--- config.mk ---
export PLATFORM = sky130hd
export DESIGN_NAME = bp_need_detect_flat
export DESIGN_NICKNAME = d
export VERILOG_FILES = /design/src/rtl/bp_need_detect_if.sv /design/src/rtl/bp_need_detect.sv /design/src/flat_wrapper.sv
export SDC_FILE = /design/constraint.sdc
export NUM_CORES = 1
export LEC_CHECK = 0
export CELL_PAD_IN_SITES_DETAIL_PLACEMENT = 1
export CELL_PAD_IN_SITES_GLOBAL_PLACEMENT = 2
export CORE_MARGIN = 3
export CORE_UTILIZATION = 38
export DETAILED_ROUTE_END_ITERATION = 6
export DONT_BUFFER_PORTS = 1
export PLACE_DENSITY_LB_ADDON = 0.25
export SKIP_CTS_REPAIR_TIMING = 1
export SYNTH_ARGS = -nofsm -noshare
export SYNTH_HDL_FRONTEND = slang
export SYNTH_SLANG_ARGS = --single-unit
--- constraint.sdc ---
create_clock -name clk -period 4.9 [get_ports clk]
set_clock_uncertainty 0.2 [all_clocks]
set_input_delay 0.49 -clock clk [delete_from_list [all_inputs] [get_ports clk]]
set_output_delay 0.49 -clock clk [all_outputs]
set_load 0.02 [all_outputs]
--- src/rtl/bp_need_detect_if.sv ---
// ----------------------------------------------------------------------------
// bp_need_detect_if
// Stream bundle for the backpropagation-need detector.
//   s_* : sample stream in (one output neuron + label per beat)
//         s_valid, s_ready, s_out, s_label, s_last
//   m_* : per-frame result stream out
//         m_valid, m_ready, m_bp_needed, m_err_sum, m_frame_err
// Modports:
//   slave  - the detector's view (consumes s_*, produces m_*)
//   master - the surrounding pipeline's view (produces s_*, consumes m_*)
// ----------------------------------------------------------------------------
interface bp_need_detect_if #(
    parameter int DATA_W = 16,
    parameter int ERR_W  = 21
);
    logic              s_valid;
    logic              s_ready;
    logic [DATA_W-1:0] s_out;
    logic [DATA_W-1:0] s_label;
    logic              s_last;

    logic              m_valid;
    logic              m_ready;
    logic              m_bp_needed;
    logic [ERR_W-1:0]  m_err_sum;
    logic              m_frame_err;

    modport slave (
        input  s_valid, s_out, s_label, s_last, m_ready,
        output s_ready, m_valid, m_bp_needed, m_err_sum, m_frame_err
    );

    modport master (
        output s_valid, s_out, s_label, s_last, m_ready,
        input  s_ready, m_valid, m_bp_needed, m_err_sum, m_frame_err
    );
endinterface

--- src/rtl/bp_need_detect.sv ---
// ----------------------------------------------------------------------------
// bp_need_detect
// Accumulates |output - label| over a frame of NUM_OUT beats and emits one
// result per frame: whether backpropagation is needed, the error sum and a
// framing-error flag. All outputs are registered.
// Ports:
//   clk        - clock
//   rst_n      - asynchronous reset, active-high (1 = reset)
//   cfg_thresh - unsigned error threshold, sampled on the frame-end edge
//   bus        - bp_need_detect_if.slave: sample stream in, result stream out
// ----------------------------------------------------------------------------
module bp_need_detect #(
    parameter int DATA_W  = 16,
    parameter int NUM_OUT = 10,
    parameter int ERR_W   = DATA_W + 1 + $clog2(NUM_OUT)
) (
    input  logic             clk,
    input  logic             rst_n,
    input  logic [ERR_W-1:0] cfg_thresh,
    bp_need_detect_if.slave  bus
);

    localparam int                CNT_W    = $clog2(NUM_OUT);
    localparam logic [CNT_W-1:0]  LAST_CNT = CNT_W'(NUM_OUT - 1);

    localparam logic [0:0] ACCUM  = 1'b0;
    localparam logic [0:0] RESULT = 1'b1;

    logic [0:0]       state;
    logic [ERR_W-1:0] acc;
    logic [CNT_W-1:0] cnt;

    logic             ready_q;
    logic             valid_q;
    logic             bp_q;
    logic             ferr_q;
    logic [ERR_W-1:0] sum_q;

    logic                     accept;
    logic                     at_last;
    logic                     frame_end;
    logic                     ferr_next;
    logic signed [DATA_W:0]   diff;
    logic        [DATA_W:0]   absd;
    logic        [ERR_W-1:0]  sum_next;

    assign bus.s_ready     = ready_q;
    assign bus.m_valid     = valid_q;
    assign bus.m_bp_needed = bp_q;
    assign bus.m_err_sum   = sum_q;
    assign bus.m_frame_err = ferr_q;

    // Handshake uses the registered ready, so s_ready never depends on
    // s_valid or m_ready combinationally.
    assign accept    = bus.s_valid & ready_q;
    assign at_last   = (cnt == LAST_CNT);
    assign frame_end = accept & (bus.s_last | at_last);
    assign ferr_next = bus.s_last ^ at_last;

    // One extra bit keeps the difference exact; negating the most negative
    // value yields 2^DATA_W, which the unsigned view of the same width holds.
    always_comb begin
        diff     = $signed({bus.s_out[DATA_W-1], bus.s_out})
                 - $signed({bus.s_label[DATA_W-1], bus.s_label});
        absd     = diff[DATA_W] ? (DATA_W+1)'(-diff) : (DATA_W+1)'(diff);
        sum_next = acc + ERR_W'(absd);
    end

    // Frame FSM: ACCUM takes beats until the frame ends, RESULT holds the
    // result until the consumer takes it. Ready comes back one cycle after
    // the result handshake, so the next frame cannot overlap the old result.
    always_ff @(posedge clk or posedge rst_n) begin
        if (rst_n) begin
            state   <= ACCUM;
            acc     <= '0;
            cnt     <= '0;
            ready_q <= 1'b0;
            valid_q <= 1'b0;
            bp_q    <= 1'b0;
            ferr_q  <= 1'b0;
            sum_q   <= '0;
        end else if (state == ACCUM) begin
            ready_q <= 1'b1;
            if (frame_end) begin
                state   <= RESULT;
                ready_q <= 1'b0;
                valid_q <= 1'b1;
                sum_q   <= sum_next;
                ferr_q  <= ferr_next;
                bp_q    <= (sum_next > cfg_thresh) | ferr_next;
                acc     <= '0;
                cnt     <= '0;
            end else if (accept) begin
                acc <= sum_next;
                cnt <= cnt + CNT_W'(1);
            end
        end else begin
            if (bus.m_ready) begin
                state   <= ACCUM;
                valid_q <= 1'b0;
                ready_q <= 1'b1;
            end
        end
    end

endmodule
--- src/flat_wrapper.sv ---
// flat-port wrapper written by rule: the top's interface ports become plain ports
module bp_need_detect_flat 
#(
    parameter int DATA_W  = 16,
    parameter int NUM_OUT = 10,
    parameter int ERR_W   = DATA_W + 1 + $clog2(NUM_OUT)
)
  (clk, rst_n, cfg_thresh, bus_s_valid, bus_s_out, bus_s_label, bus_s_last, bus_m_ready, bus_s_ready, bus_m_valid, bus_m_bp_needed, bus_m_err_sum, bus_m_frame_err);
  bp_need_detect_if #(.DATA_W(DATA_W), .ERR_W(ERR_W)) bus_i ();
  input  logic clk;
  input  logic rst_n;
  input  logic [ERR_W-1:0] cfg_thresh;
  input wire logic [$bits(bus_i.s_valid)-1:0] bus_s_valid;
  input wire logic [$bits(bus_i.s_out)-1:0] bus_s_out;
  input wire logic [$bits(bus_i.s_label)-1:0] bus_s_label;
  input wire logic [$bits(bus_i.s_last)-1:0] bus_s_last;
  input wire logic [$bits(bus_i.m_ready)-1:0] bus_m_ready;
  output wire logic [$bits(bus_i.s_ready)-1:0] bus_s_ready;
  output wire logic [$bits(bus_i.m_valid)-1:0] bus_m_valid;
  output wire logic [$bits(bus_i.m_bp_needed)-1:0] bus_m_bp_needed;
  output wire logic [$bits(bus_i.m_err_sum)-1:0] bus_m_err_sum;
  output wire logic [$bits(bus_i.m_frame_err)-1:0] bus_m_frame_err;
  assign bus_i.s_valid = bus_s_valid;
  assign bus_i.s_out = bus_s_out;
  assign bus_i.s_label = bus_s_label;
  assign bus_i.s_last = bus_s_last;
  assign bus_i.m_ready = bus_m_ready;
  assign bus_s_ready = bus_i.s_ready;
  assign bus_m_valid = bus_i.m_valid;
  assign bus_m_bp_needed = bus_i.m_bp_needed;
  assign bus_m_err_sum = bus_i.m_err_sum;
  assign bus_m_frame_err = bus_i.m_frame_err;
  bp_need_detect #(.DATA_W(DATA_W), .NUM_OUT(NUM_OUT), .ERR_W(ERR_W)) u_core (.clk(clk), .rst_n(rst_n), .cfg_thresh(cfg_thresh), .bus(bus_i));
endmodule
==> results.py <==
metrics = {
    "cells_and_area": {
        "utilization": 0.534,
        "layout.nets": 826,
        "synthToLayoutAreaGrowth_pct": 36.8,
        "n_antenna_cell": 0,
        "seqCellArea_um2": 1280,
        "nFillCells": 1450,
        "multi_input_area_um2": 3480,
        "final_cell_count_no_fill": 877,
        "layout-drive-gt1-share": 0.295,
    },
    "cts": {
        "clkLatencyLatePin_ns": 0.29,
        "htreeDepth": 2,
        "cts_tree": "yes",
        "clk_pin_slew_ns": 0.07,
        "clockRootBuffer": "clkbuf_16",
        "numCtsBuffers": 5,
        "clk_path_buf_depth": 2,
        "cts_num_sinks": 51,
    },
    "timing": {
        "relSlewSlack": 0.142,
        "rsz0062_at_grt": "yes",
        "whs_ns": 0.138,
        "tightest_slew_ns": 1.28,
        "setup_viol": 1,
        "finalHoldViolCount": 0,
        "fin_ws_ns": -0.620,
        "fin_crit_ns": 5.52,
        "fin_crit_sh": 1.13,
        "fmax_mhz": 181,
        "maxSlewViolCount": 0,
    },
    "setup_path": {
        "cp-endpoint": "u_core.bus.m_bp_needed",
        "crit_path_start_kind": "input pin",
        "rr_endpoint": "u_core.bus.m_bp_needed",
        "worst_path_most_repeated_cell": "a21o_1",
        "startpoint": "bus_s_out[0]",
        "worstPathMaxFanout": 8,
        "cp.required_ns": 4.88,
        "cp-end-kind": "flop",
        "timing.rr.start": "u_core.acc[0]",
        "slowest_stage": "fa_2",
        "max_stage_delay_ns": 0.40,
        "path_depth": 27,
        "crit_buf_inv": 2,
        "critical_path_class": "input pin to flop",
        "ff2ff_setup_slack_ns": 0.81,
        "reg2reg_depth": 16,
        "critPathArrivalTime_ns": 5.50,
        "critPathTopFamily": "compound AO/OA/AOI/OAI gates",
    },
    "hold_path": {
        "hp-class": "input pin to async pin",
    },
    "logic_synthesis": {
        "syn-instance-count": 576,
        "synth.yosys.seq_area_share": 0.271,
        "yosys_register_bits": 51,
        "synth_edf_count": 0,
        "synth_area_per_cell_um2": 8.18,
        "netlist_area_um2": 4710,
        "syn-num-nets": 694,
        "synth-async-reset-ratio": 1.00,
        "synth_flop_cell": "dfrtp_1",
        "yosysWarnings": 0,
        "synth_cell_types": 59,
    },
    "drt": {
        "vias": 4656,
        "routed_via_density": 5.31,
        "drtIter0Drc": 126,
        "drtAntennaViolNets": 0,
        "first_pass_iters": 4,
        "drc_errors": 0,
        "avgRoutedWirePerCell_um": 16.8,
        "drt-total-wl_um": 14800,
    },
    "placed_design": {
        "numPortBuffers": 0,
        "post-place-cells": 858,
        "dp_hpwl_um": 11900,
        "gp_congestion": 0.829,
    },
    "power": {
        "leakagePower_uw": 0.00325,
        "p_per_area_nw_per_um2": 583,
        "ir_worst_vdd_mv": 0.228,
    },
    "grt": {
        "grt_max_degree": 52,
        "overflow": 0,
        "grt_usage": 0.206,
        "grt_pass1_wl_um": 23900,
        "grt_antenna_before_repair": 0,
        "grt_pass1_vias": 5095,
    },
    "floorplan": {
        "fp.dieH_um": 117,
        "dieArea_um2": 13800,
        "row_count": 40,
        "design.core.area_um2": 12100,
        "initial_core_util": 0.391,
        "ios": 83,
        "die_x_um": 117,
    },
    "status": {
        "run_status": "finished with violations",
        "violations": "setup timing",
    },
    "flow_run": {
        "maxCapViolations": 0,
    },
}
## area by class of cell
cell class / count / share of cell area
multi-input cells: 451 / 0.541
flip-flops and latches: 51 / 0.198
repair buffers: 142 / 0.167
inverters: 57 / 0.0351
well taps: 168 / 0.0326
clock buffers: 6 / 0.0215
clock inverters: 2 / 0.00544
## per-stage QoR
step | total power (µW) | TNS (ns) | setup slack [ns] | instance area (µm²)
4_1_cts | 3610 | -0.792 | -0.792 | 6160
5_1_grt | 4070 | -0.847 | -0.847 | 6440
3_3_place_gp | 3050 | -0.868 | -0.839 | 5990
3_5_place_dp | 3180 | -2.37 | -1.08 | 5990
2_1_floorplan | 2170 | -0.541 | -0.541 | 4870
6_report | 3760 | -0.620 | -0.620 | 6440
## cell usage after synthesis, types with 3 or more instances
cell type | count | share of area
a2111oi_0 | 4 | 0.0074
a211oi_1 | 4 | 0.0064
a21o_1 | 20 | 0.032
a21oi_1 | 35 | 0.037
a22o_1 | 12 | 0.022
and2_1 | 3 | 0.0040
and3_1 | 4 | 0.0053
clkbuf_1 | 14 | 0.011
dfrtp_1 | 51 | 0.27
ha_1 | 58 | 0.15
inv_1 | 57 | 0.045
mux2_2 | 6 | 0.014
nand2_1 | 90 | 0.072
nand2b_1 | 8 | 0.011
nand3_1 | 10 | 0.011
nand3b_1 | 3 | 0.0048
nand4_1 | 8 | 0.011
nor2_1 | 27 | 0.022
nor2b_1 | 4 | 0.0053
nor3_1 | 11 | 0.012
o2111ai_1 | 3 | 0.0056
o211ai_1 | 4 | 0.0064
o21a_1 | 5 | 0.0080
o21ai_0 | 22 | 0.023
o21ai_1 | 11 | 0.012
o21bai_1 | 3 | 0.0048
o22ai_1 | 6 | 0.0080
o31ai_1 | 9 | 0.014
or3_1 | 5 | 0.0066
xnor2_1 | 32 | 0.059
xor2_1 | 13 | 0.024
## worst min-delay path by stage
stage                        from                       to  slack, ns  cells past startpoint
detailed placement  u_core.acc[0]            u_core.acc[0]       0.29                      2
finish                      rst_n  u_core.bus.m_err_sum[1]       0.14                      1
floorplan           u_core.acc[2]            u_core.acc[2]       0.24                      2
CTS                         rst_n  u_core.bus.m_err_sum[1]       0.17                      1
global placement    u_core.cnt[3]            u_core.cnt[3]       0.28                      1
global route          bus_m_ready       u_core.bus.m_valid       0.19                      3
## logic make-up after synthesis
kind of cell / Yosys count / share of synthesized area
flip-flops: 51 / 0.271
AO/OA/AOI/OAI: 157 / 0.227
AND/OR/NAND/NOR: 183 / 0.180
XOR/XNOR: 45 / 0.0837
multiplexers: 6 / 0.0143
adder cells (fa/ha/maj): 60 / 0.163
buffers and inverters: 74 / 0.0608
## per-layer routing
metal,vias up,GRT usage,wire length [µm]
li1,2291,-,-
met1,2278,0.240,6170
met2,76,0.398,8110
met3,11,0.0246,305
met4,0,0.0491,190
met5,-,0,0
## registers in the layout, summed over array words and instances, names as in the netlist
signal and flops:
u_core.bus.m_frame_err 1, u_core.bus.s_ready 1, u_core.cnt 4, u_core.acc 21, u_core.bus.m_bp_needed 1, u_core.bus.m_valid 1, u_core.bus.m_err_sum 21, u_core.state 1
## worst reg2reg max path: cells and delay by family, from the launching register on
family,cells,cell delay (ns)
AOI/OAI and AO/OA,11,2.23
xor gates and xnor gates,1,0.17
adders and majority gates,3,0.93
DFF,1,0.39
and+or+nand+nor,1,0.06
## power breakdown
part	internal, µW	switching (µW)	total (µW)	leakage [µW]
Sequential	567	218	785	0.000655
Clock	254	150	404	0.0000868
Combinational	1260	1310	2570	0.00250
## cells in the final DEF (no fill, tap or decap), types with 9 or more instances in the layout
master and instances:
buf_4 140, nand3_1 9, o21ai_1 11, ha_1 50, o21ai_0 19, nand2_1 87
xnor2_1 27, a21oi_1 32, a21o_1 19, dfrtp_1 51, xor2_1 13, inv_1 54
nor2_1 26, a22o_1 12, nor3_1 9
No activity file was read; power rests on OpenSTA's default activity.
